<file path="src/rtl/pifo_node_nway.sv">
// rtl/pifo_node_nway.sv - RADIX-way PIFO tree node with refill FSM; optional PIFO_NODE_BYPASS_EN push+pop bypass
module pifo_node_nway #(
    parameter int PTW   = 16,
    parameter int MTW   = 32,
    parameter int CTW   = 10,
    parameter int RADIX = 4,
    localparam int EW   = MTW + PTW,
    localparam int IW   = $clog2(RADIX)
) (
    input  logic                  i_clk,
    input  logic                  i_arst_n,
    input  logic                  i_push,
    input  logic [EW-1:0]         i_push_data,
    input  logic                  i_pop,
    output logic                  o_pop_valid,
    output logic [EW-1:0]         o_pop_data,
    output logic                  o_ready,
    output logic                  o_empty,
    output logic                  o_full,
    output logic                  o_err,
    output logic [CTW+IW-1:0]     o_count,
    output logic [RADIX-1:0]      o_push,
    output logic [EW-1:0]         o_push_data,
    output logic [RADIX-1:0]      o_pop,
    input  logic [RADIX-1:0]      i_pop_valid,
    input  logic [RADIX*EW-1:0]   i_pop_data
);

    localparam logic [1:0]     ST_IDLE        = 2'd0;
    localparam logic [1:0]     ST_WAIT_REFILL = 2'd1;
    localparam logic [1:0]     ST_DO_PUSH     = 2'd2;
    localparam logic [CTW-1:0] CAP            = '1;

    logic [EW-1:0]    slot_q [RADIX];
    logic [EW-1:0]    slot_d [RADIX];
    logic [CTW-1:0]   cnt_q  [RADIX];
    logic [CTW-1:0]   cnt_d  [RADIX];
    logic [RADIX-1:0] valid_q, valid_d;
    logic [1:0]       state_q, state_d;
    logic [IW-1:0]    ridx_q, ridx_d;
    logic             hold_v_q, hold_v_d;
    logic [EW-1:0]    hold_q, hold_d;
    logic             pop_valid_q, pop_valid_d;
    logic [EW-1:0]    pop_data_q, pop_data_d;
    logic [RADIX-1:0] cpush_q, cpush_d;
    logic [EW-1:0]    cpush_data_q, cpush_data_d;
    logic [RADIX-1:0] cpop_q, cpop_d;
    logic             err_q, err_d;

    logic [IW-1:0]     best_idx, load_idx;
    logic              empty, full;
    logic [CTW+IW-1:0] count_sum;

    // Invalid slots never win best_idx, which makes them behave as +infinity.
    always_comb begin
        best_idx  = '0;
        load_idx  = '0;
        empty     = 1'b1;
        full      = 1'b1;
        count_sum = '0;
        for (int k = 0; k < RADIX; k++) begin
            if (valid_q[k]) begin
                if (empty || slot_q[k][PTW-1:0] < slot_q[best_idx][PTW-1:0])
                    best_idx = IW'(k);
                empty = 1'b0;
            end
            if (cnt_q[k] != CAP) begin
                if (full || cnt_q[k] < cnt_q[load_idx])
                    load_idx = IW'(k);
                full = 1'b0;
            end
            count_sum = count_sum + {{IW{1'b0}}, cnt_q[k]};
        end
    end

    logic          do_push, do_pop, pp_hold;
    logic [EW-1:0] push_elem;

    always_comb begin
        slot_d       = slot_q;
        cnt_d        = cnt_q;
        valid_d      = valid_q;
        state_d      = state_q;
        ridx_d       = ridx_q;
        hold_v_d     = hold_v_q;
        hold_d       = hold_q;
        pop_valid_d  = 1'b0;
        pop_data_d   = pop_data_q;
        cpush_d      = '0;
        cpush_data_d = cpush_data_q;
        cpop_d       = '0;
        err_d        = 1'b0;
        do_push      = 1'b0;
        do_pop       = 1'b0;
        pp_hold      = 1'b0;
        push_elem    = i_push_data;

        case (state_q)
            ST_IDLE: begin
                if (i_push && i_pop) begin
`ifdef PIFO_NODE_BYPASS_EN
                    if (empty || i_push_data[PTW-1:0] < slot_q[best_idx][PTW-1:0]) begin
                        pop_valid_d = 1'b1;
                        pop_data_d  = i_push_data;
                    end else begin
                        do_pop  = 1'b1;
                        pp_hold = 1'b1;
                    end
`else
                    do_pop  = 1'b1;
                    pp_hold = 1'b1;
`endif
                end else if (i_push) begin
                    do_push = 1'b1;
                end else if (i_pop) begin
                    do_pop = 1'b1;
                end
            end
            ST_WAIT_REFILL: begin
                if (i_pop_valid[ridx_q]) begin
                    slot_d[ridx_q] = i_pop_data[ridx_q*EW +: EW];
                    state_d        = hold_v_q ? ST_DO_PUSH : ST_IDLE;
                end
            end
            ST_DO_PUSH: begin
                do_push   = 1'b1;
                push_elem = hold_q;
                hold_v_d  = 1'b0;
                state_d   = ST_IDLE;
            end
            default: state_d = ST_IDLE;
        endcase

        if (do_pop) begin
            if (empty) begin
                err_d = 1'b1;
            end else begin
                pop_valid_d     = 1'b1;
                pop_data_d      = slot_q[best_idx];
                cnt_d[best_idx] = cnt_q[best_idx] - 1'b1;
                if (cnt_q[best_idx] == {{(CTW-1){1'b0}}, 1'b1}) begin
                    valid_d[best_idx] = 1'b0;
                end else begin
                    cpop_d[best_idx] = 1'b1;
                    ridx_d           = best_idx;
                    state_d          = ST_WAIT_REFILL;
                end
            end
        end

        // Deferred push runs after the pop (and any refill), so fullness is judged post-pop.
        if (pp_hold) begin
            hold_v_d = 1'b1;
            hold_d   = i_push_data;
            if (state_d != ST_WAIT_REFILL)
                state_d = ST_DO_PUSH;
        end

        if (do_push) begin
            if (full) begin
                err_d = 1'b1;
            end else begin
                cnt_d[load_idx] = cnt_q[load_idx] + 1'b1;
                if (!valid_q[load_idx]) begin
                    slot_d[load_idx]  = push_elem;
                    valid_d[load_idx] = 1'b1;
                end else if (push_elem[PTW-1:0] < slot_q[load_idx][PTW-1:0]) begin
                    slot_d[load_idx]  = push_elem;
                    cpush_d[load_idx] = 1'b1;
                    cpush_data_d      = slot_q[load_idx];
                end else begin
                    cpush_d[load_idx] = 1'b1;
                    cpush_data_d      = push_elem;
                end
            end
        end
    end

    always_ff @(posedge i_clk or negedge i_arst_n) begin
        if (!i_arst_n) begin
            for (int k = 0; k < RADIX; k++) begin
                slot_q[k] <= {{MTW{1'b0}}, {PTW{1'b1}}};
                cnt_q[k]  <= '0;
            end
            valid_q      <= '0;
            state_q      <= ST_IDLE;
            ridx_q       <= '0;
            hold_v_q     <= 1'b0;
            hold_q       <= '0;
            pop_valid_q  <= 1'b0;
            pop_data_q   <= '0;
            cpush_q      <= '0;
            cpush_data_q <= '0;
            cpop_q       <= '0;
            err_q        <= 1'b0;
        end else begin
            slot_q       <= slot_d;
            cnt_q        <= cnt_d;
            valid_q      <= valid_d;
            state_q      <= state_d;
            ridx_q       <= ridx_d;
            hold_v_q     <= hold_v_d;
            hold_q       <= hold_d;
            pop_valid_q  <= pop_valid_d;
            pop_data_q   <= pop_data_d;
            cpush_q      <= cpush_d;
            cpush_data_q <= cpush_data_d;
            cpop_q       <= cpop_d;
            err_q        <= err_d;
        end
    end

    assign o_ready     = (state_q == ST_IDLE);
    assign o_empty     = empty;
    assign o_full      = full;
    assign o_count     = count_sum;
    assign o_pop_valid = pop_valid_q;
    assign o_pop_data  = pop_data_q;
    assign o_push      = cpush_q;
    assign o_push_data = cpush_data_q;
    assign o_pop       = cpop_q;
    assign o_err       = err_q;

endmodule

</file>
<file path="config.mk">
export PLATFORM = sky130hd
export DESIGN_NAME = pifo_node_nway
export DESIGN_NICKNAME = d
export VERILOG_FILES = /design/src/rtl/pifo_node_nway.sv
export SDC_FILE = /design/constraint.sdc
export NUM_CORES = 1
export LEC_CHECK = 0
export BUFFER_PORTS_ARGS = -buffer_cell sky130_fd_sc_hd__clkbuf_2
export CELL_PAD_IN_SITES_DETAIL_PLACEMENT = 1
export CELL_PAD_IN_SITES_GLOBAL_PLACEMENT = 2
export CORE_ASPECT_RATIO = 1.2
export CORE_UTILIZATION = 24
export CTS_CLUSTER_SIZE = 16
export DETAILED_ROUTE_END_ITERATION = 16
export GPL_TIMING_DRIVEN = 0
export PLACE_DENSITY = 0.6
export SETUP_SLACK_MARGIN = 0.15
export SLEW_MARGIN = 20
export SYNTH_ARGS = -nofsm -noshare
export SYNTH_HDL_FRONTEND = slang
export SYNTH_SLANG_ARGS = --single-unit
</file>
<file path="constraint.sdc">
create_clock -name i_clk -period 10.05 [get_ports i_clk]
set_clock_uncertainty 0.2 [all_clocks]
set_input_delay 2.01 -clock i_clk [delete_from_list [all_inputs] [get_ports i_clk]]
set_output_delay 2.01 -clock i_clk [all_outputs]
set_load 0.01 [all_outputs]
</file>
Word-level counts from Yosys, hierarchy flattened
Cells that the tools add are included.
{ "totals": {"register_bits": 395, "in_bits": 248, "out_inout_bits": 121, "word_cells": 199} }
{ "classes": {"add_sub_neg": 5, "n_mul": 1, "order_cmp": 22, "eq_ne": 8, "shift": 1, "mux": 113, "bitwise_logic": 13, "reduce_logical": 17} }
{ "ops": {"columns": ["cell", "n"], "rows": [
  ["$mux W192", 6],
  ["$bmux W48 S2", 4],
  ["$bwmux W192", 2],
  ["$mux W48", 8],
  ["$demux W48 S2", 2],
  ["$shiftx A192 B9 Y48", 1],
  ["$mux W40", 4],
  ["$mux W10", 10],
  ["$bmux W10 S2", 4],
  ["$bwmux W40", 2],
  ["$lt A16 B16 Y1", 4],
  ["$mux W16", 4],
  ["$mux W4", 12],
  ["$demux W10 S2", 2],
  ["$ne A10 B10 Y1 const B", 4],
  ["$mux W1", 32],
  ["$lt A10 B10 Y1", 3],
  ["$mux W2", 15],
  ["$ge A3 B3 Y1 const B", 7],
  ["$not A2 Y3", 7],
  ["$add A11 B10 Y12", 1],
  ["$add A12 B10 Y12", 1],
  ["$add A10 B10 Y11", 1],
  ["$add A10 B1 Y10 const B", 1],
  ["other kinds (23)", 43]
]} }

Longest topological paths before layout
Gate-level depths: netlist of the first run.
{ "logic_depth": {"word_depth": 33, "mapped_depth": 49, "mapped_depth_nobuf": 41} }

Worst setup path after synthesis of the first run
No wires, ideal clock.
{ "synth_path": {"path_type": "register to register", "start": "reg cnt_q[34] in the netlist's numbering", "end": "reg slot_q[171] in the netlist's numbering", "setup_ns": 0.138, "arrival_time_ns": 8.245, "t_required_ns": 9.712, "slack_ns": 1.467, "path_stages_with_launch": 47, "path_buffers": 8, "period_less_slack_ns": 8.583, "path_cell_list": "dfrtp_1 > inv_1 > ha_1 > a21o_1 > a221oi_2 > o21bai_1 > a21oi_1 > buf_4 > mux2i_1 > ha_1 > and3_1 > a31o_2 > nand2_1 > a31oi_1 > a41o_1 > or3_1 > buf_2 > clkbuf_1 > (+11 left out) > buf_1 > a221oi_1 > ha_1 > a21oi_1 > nor2b_1 > o21ai_0 > nand2b_1 > a21oi_1 > nor2b_1 > o21ai_0 > nand2b_1 > a21oi_1 > o21a_1 > buf_2 > o21ai_2 > buf_4 > buf_6 > mux2i_1"} }
{ "synth_rtl": {"columns": ["item", "line", "text"], "rows": [
  ["start, declared", "36", "logic [CTW-1:0] cnt_q [RADIX];"],
  ["start signal, assigned", "198", "cnt_q <= cnt_d;"],
  ["end signal, assigned by index", "182", "slot_q[k] <= {{MTW{1'b0}}, {PTW{1'b1}}};"],
  ["end signal, assigned", "197", "slot_q <= slot_d;"],
  ["end, declared", "34", "logic [EW-1:0] slot_q [RADIX];"]
]} }

==> results_dict.tcl, run 1 <==
set metrics [dict create \
    outcome "finished clean" \
    synthesis.nets 2931 \
    synth_compound_area_frac 0.141 \
    h-tree-depth 2 \
    rsz0062_at_grt "no" \
    setup_viol 0 \
    start_util 0.242 \
    synth-seq-cells 395 \
    required_ns 10.37 \
    layout_commonest_cell "mux2i_1" \
    m1WireLength_um 52500 \
    synth_top_area_share 0.318 \
    yosys_warnings 0 \
    post-route-period-util 0.949 \
    ios 369 \
    drc_errors 0 \
    numCtsBuffers 47 \
    syn_area_um2 26000 \
    cts-root-buf "clkbuf_16" \
    grt-ovfl-total 0 \
    n_fill_cell 12300 \
    fmax_ghz 0.105 \
    met3_length_um 5350 \
    crit_slowest_cell "dfrtp_1" \
    drt_iter0_drc 1201 \
    drt_wl_total_um 127000 \
    ctsHoldBuffers 0 \
    crit_family "compound AO/OA/AOI/OAI gates" \
    worst_slew_pin_slew_ns 1.17 \
    cts_sinks 395 \
    clk_pin_slew_ns 0.06 \
    die_h_um 363 \
    synth.area.top_cells "dfrtp_1 (32%), mux2i_1 (19%), dfstp_2 (6.5%), ha_1 (4.9%), mux4_2 (4.2%)" \
    areaGrowthSynthToFinish_pct 24.8 \
    max-cap-violations 0 \
    crit_fanout 10 \
    crit_start "cnt_q[23]" \
    hold_path_class "reg -> reg" \
    yosysSeqAreaShare 0.383 \
    die_w_um 303 \
    synthArstFlopShare 1.00 \
    critical_path_arrival_ns 9.86 \
    gp_congestion 0.938 \
    timing.rr.start "cnt_q[23]" \
    die_area_um2 110000 \
    antenna_found_initial 6 \
    end_kind "flop" \
    fp-row-count 132 \
    fin_nets 3396 \
    synth_top_family_by_area "multiplexers" \
    hp-start "hold_v_q" \
    hold_violations 0 \
    grt_pass1_wl_um 183000 \
    grt_max_degree 85 \
    cts_tree "built" \
    maxUsedRoutingLayer "met5" \
    drt-vias-per-instance 5.28 \
    synth_cell_types 82 \
    hpwl_um 97800 \
    core_um2 108000 \
    relSlewSlack 0.222 \
    ant_nets 0 \
    grt_pass1_vias 26000 \
    synth_largest_area_cell "dfrtp_1" \
    crit_path_start_kind "flop" \
    vias 23600 \
    portBuffers 368 \
    routedWlPerCell_um 28.5 \
    critical_path_buf_inv_count 10 \
    synth_ff_type "dfrtp_1" \
    fin_setup_tns_ns 0 \
    synth_edf_count 0 \
    layout_common_cells "mux2i_1 (478), clkbuf_2 (376), dfrtp_1 (317), nor2_1 (233), a21oi_1 (206)" \
    drive_gt1_frac 0.273 \
    met2_length_um 63400 \
    period_needed_ns 9.53 \
    critPathKind "reg -> reg" \
    synthXorXnorAreaFrac 0.00908 \
    track_usage 0.228 \
    synth_adder_area_share 0.0639 \
    syn-mean-instance-area_um2 10.2 \
    clockBufferDepth 3 \
    dr.pass1.iters 5 \
    yosys.area_share.simple 0.108 \
    syn_inst 2562 \
    max_stage_delay_ns 0.50 \
    synth_mux_area_frac 0.256 \
    finalMaxSlewViolations 0 \
    insertion_delay_ns 0.63 \
]
[worst register-to-register path: cells and delay by family (launching register included)]
family	cells	cell delay, ns
AO/OA/AOI/OAI	16	3.19
AND/OR/NAND/NOR	10	1.90
buffers and inverters	10	1.72
adder cells (fa/ha/maj)	4	1.36
multiplexers	2	0.59
flip-flops	1	0.50
[Yosys cell counts (9+ instances only)]
master / number
fa_1: 20
a221oi_1: 43
mux2_2: 60
a21oi_1: 212
xor2_1: 10
buf_2: 32
buf_1: 31
dfrtp_1: 331
nor4_1: 10
mux2i_1: 484
o21ai_0: 97
a21o_1: 19
mux4_2: 49
xnor2_1: 17
ha_1: 101
dfstp_2: 64
o221ai_1: 12
a221o_1: 40
nor3_1: 94
nand3_1: 23
and3_1: 16
inv_1: 67
clkbuf_1: 102
buf_4: 9
a211o_1: 10
o211ai_1: 37
nor2_1: 236
nand2b_1: 11
nand4_1: 21
a211oi_1: 15
or3_1: 10
nand2_1: 148
nor2b_1: 14
[repair_timing]
item,4_1_cts,5_1_grt
gates resized for setup,135,65
pin swaps,9,12
setup endpoints to repair,344,312
setup buffers,19,22
[metal layers]
layer  global-route usage  vias to the layer above
li1                     -                    10400
met3               0.0328                      213
met5                    0                        -
met2                0.399                      680
met1                0.275                    12300
met4                0.104                        8
[final timing paths]
path                                   to  cells after the start  slack (ns)
setup reg to reg              slot_q[189]                     42        0.52
hold reg to reg                  hold_v_q                      1        0.28
hold / removal                   hold_v_q                      1        0.28
min in group asynchronous  o_pop_data[22]                      1        1.10
max in group asynchronous       cnt_q[31]                      6        6.22
setup / recovery              slot_q[189]                     42        0.52
[through the flow]
stage               hold WS [ns]  cells  cell area [um2]  setup slack [ns]  utilization
floorplan                  0.250   2562            26000              1.47            -
global placement           0.262   4337            29600             -3.52        0.275
detailed placement         0.266   4344            29800             -3.54        0.277
CTS                        0.280   4447            32100             0.151        0.298
global route               0.286   4469            32500             0.145        0.302
finish                     0.279   4471            32500             0.517        0.302
[state kept, by name (all words and copies together), names as in the netlist]
signal,cells
o_pop_data,48
cnt_q,40
valid_q,4
o_err,1
ridx_q,2
o_push_data,48
state_q,2
o_pop_valid,1
o_pop,4
hold_v_q,1
slot_q,192
o_push,4
hold_q,48
[area by class of cell]
cell class / instances / area [um2] / area share
Multi-Input combinational cell: 1922 / 15500 / 0.477
Inverter: 67 / 254 / 0.00782
Buffer: 178 / 1010 / 0.0310
Tap cell: 1407 / 1760 / 0.0542
Clock inverter: 13 / 201 / 0.00620
Clock buffer: 71 / 1410 / 0.0434
Antenna cell: 2 / 5.00 / 0.000154
Timing Repair Buffer: 416 / 2380 / 0.0732
Sequential cell: 395 / 9980 / 0.307
[cell families (layout without fill, tap and decap cells)]
logic type	after synthesis	in the layout
adder cells (fa/ha/maj)	121	121
AND/OR/NAND/NOR	617	617
flip-flops	395	395
other	0	2
multiplexers	596	596
XOR/XNOR	27	27
buffers and inverters	245	745
AO/OA/AOI/OAI	561	561
Power of run 1 is left out: the tool's default activity adds up to more than one toggle a clock period on the data nets, which glitch-free logic cannot reach.
==> run 2, diff against run 1 <==
--- a/config.mk
+++ b/config.mk
@@ -9,11 +9,11 @@
 export CELL_PAD_IN_SITES_DETAIL_PLACEMENT = 1
 export CELL_PAD_IN_SITES_GLOBAL_PLACEMENT = 2
 export CORE_ASPECT_RATIO = 1.2
-export CORE_UTILIZATION = 24
+export CORE_UTILIZATION = 30
 export CTS_CLUSTER_SIZE = 16
 export DETAILED_ROUTE_END_ITERATION = 16
 export GPL_TIMING_DRIVEN = 0
-export PLACE_DENSITY = 0.6
+export PLACE_DENSITY = 0.71
 export SETUP_SLACK_MARGIN = 0.15
 export SLEW_MARGIN = 20
 export SYNTH_ARGS = -nofsm -noshare
==> results_dict.tcl, run 2 (synthesized netlist as in run 1, its figures left out) <==
set metrics [dict create \
    outcome "finished clean" \
    numCtsBuffers 47 \
    crit_family "compound AO/OA/AOI/OAI gates" \
    finalNonFillerCells 4196 \
    crit_slowest_cell "a221oi_1" \
    layout_commonest_cell "mux2i_1" \
    numPlacedInstances 4076 \
    rsz0062_at_grt "no" \
    ios 369 \
    drive_gt1_frac 0.271 \
    finalMaxSlewViolations 0 \
    critPathKind "reg -> reg" \
    drt_wl_total_um 120000 \
    crit_path_start_kind "flop" \
    crit_path_frequent_cell "a21oi_1" \
    period_needed_ns 9.63 \
    relSlewSlack 0.197 \
    setup_viol 0 \
    routedWlPerCell_um 28.7 \
    clockBufferDepth 3 \
    die_h_um 325 \
    portBuffers 368 \
    drt_iter0_drc 1538 \
    max_stage_delay_ns 0.70 \
    clk_pin_slew_ns 0.06 \
    grt-ovfl-total 0 \
    h-tree-depth 2 \
    dr.pass1.iters 5 \
    n_antenna_cell 0 \
    grt_pass1_wl_um 176000 \
    gr-usage-met2 0.465 \
    layout_common_cells "mux2i_1 (479), clkbuf_2 (377), dfrtp_1 (318), nor2_1 (233), a21oi_1 (202)" \
    required_ns 10.32 \
    worst_slew_pin_slew_ns 1.20 \
    critical_path_arrival_ns 9.90 \
    drt-vias-per-instance 5.69 \
    die_area_um2 88000 \
    critical_path_buf_inv_count 7 \
    fin_nets 3387 \
    crit_fanout 10 \
    vias 23900 \
    fmax_ghz 0.104 \
    track_usage 0.269 \
    top_usage_layer "met2" \
    grt_pass1_vias 26000 \
    timing.hold.ws_ns 0.296 \
    end_kind "flop" \
    top_register "slot_q" \
    ant_nets 0 \
    hold_violations 0 \
    cts-root-buf "clkbuf_16" \
    hpwl_um 90900 \
    antenna_found_initial 3 \
    start_util 0.303 \
    gr-usage-met1 0.337 \
    core_um2 86100 \
    cts_tree "built" \
    fp-row-count 118 \
    grt_max_degree 86 \
    cts_sinks 395 \
    insertion_delay_ns 0.63 \
    hold_path_class "reg -> reg" \
    max-cap-violations 0 \
    areaGrowthSynthToFinish_pct 23.5 \
    drc_errors 0 \
    post-route-period-util 0.958 \
    n_fill_cell 9712 \
    grt_use_met3 0.0384 \
    largest_register_ffs 192 \
    fin_util 0.374 \
    die_w_um 271 \
    gp_congestion 0.941 \
]
[run 2: final cells by class]
| cell class | count | area (um2) | area share |
|---|---|---|---|
| Inverter | 67 | 251 | 0.00782 |
| Clock inverter | 15 | 340 | 0.0106 |
| Sequential cell | 395 | 9980 | 0.310 |
| Clock buffer | 72 | 1440 | 0.0448 |
| Buffer | 177 | 998 | 0.0310 |
| Tap cell | 1140 | 1430 | 0.0443 |
| Timing Repair Buffer | 408 | 2270 | 0.0705 |
| Multi-Input combinational cell | 1922 | 15500 | 0.481 |
[run 2: worst paths after layout]
kind | start | end | slack [ns] | cells after the start
worst max-delay path | slot_q[155] | o_pop_data[47] | 0.42 | 32
max in group asynchronous | i_arst_n | slot_q[12] | 7.12 | 3
worst min register to register | hold_v_q | hold_v_q | 0.30 | 1
min in group asynchronous | i_arst_n | hold_q[32] | 1.19 | 1
worst min-delay path | hold_v_q | hold_v_q | 0.30 | 1
worst max register to register | slot_q[155] | o_pop_data[47] | 0.42 | 32
[run 2: stage by stage]
step	setup slack [ns]	area (um2)	TNS, ns
4_1_cts	0.136	31900	0
3_5_place_dp	-2.88	29500	-821.73
5_1_grt	0.150	32200	0
3_3_place_gp	-2.66	29300	-1574.81
2_1_floorplan	1.47	26000	0
6_report	0.423	32200	0
[run 2: timing repair]
item                                    CTS  global route
endpoints found under the setup margin  344           294
resized for setup                       137            53
pin swaps                                11            12
buffers inserted                         12            22
hold buffers                              0             0
[run 2: per-layer routing]
metal  routed length, um  vias up  share of wire
met2               59400      823           0.49
met5                  37        -        0.00031
met4                4450        6          0.037
met1               50000    12400           0.41
li1                    -    10400              -
met3                6590      206          0.055
[run 2: worst register-to-register path, delay by kind of cell (launching register included)]
kind	cells	cell delay, ns
simple gates	10	2.44
buf+inv	7	2.15
fa+ha+maj	3	0.82
flops	1	0.57
compound gates	12	3.32
Power of run 2 is left out for the same reason.
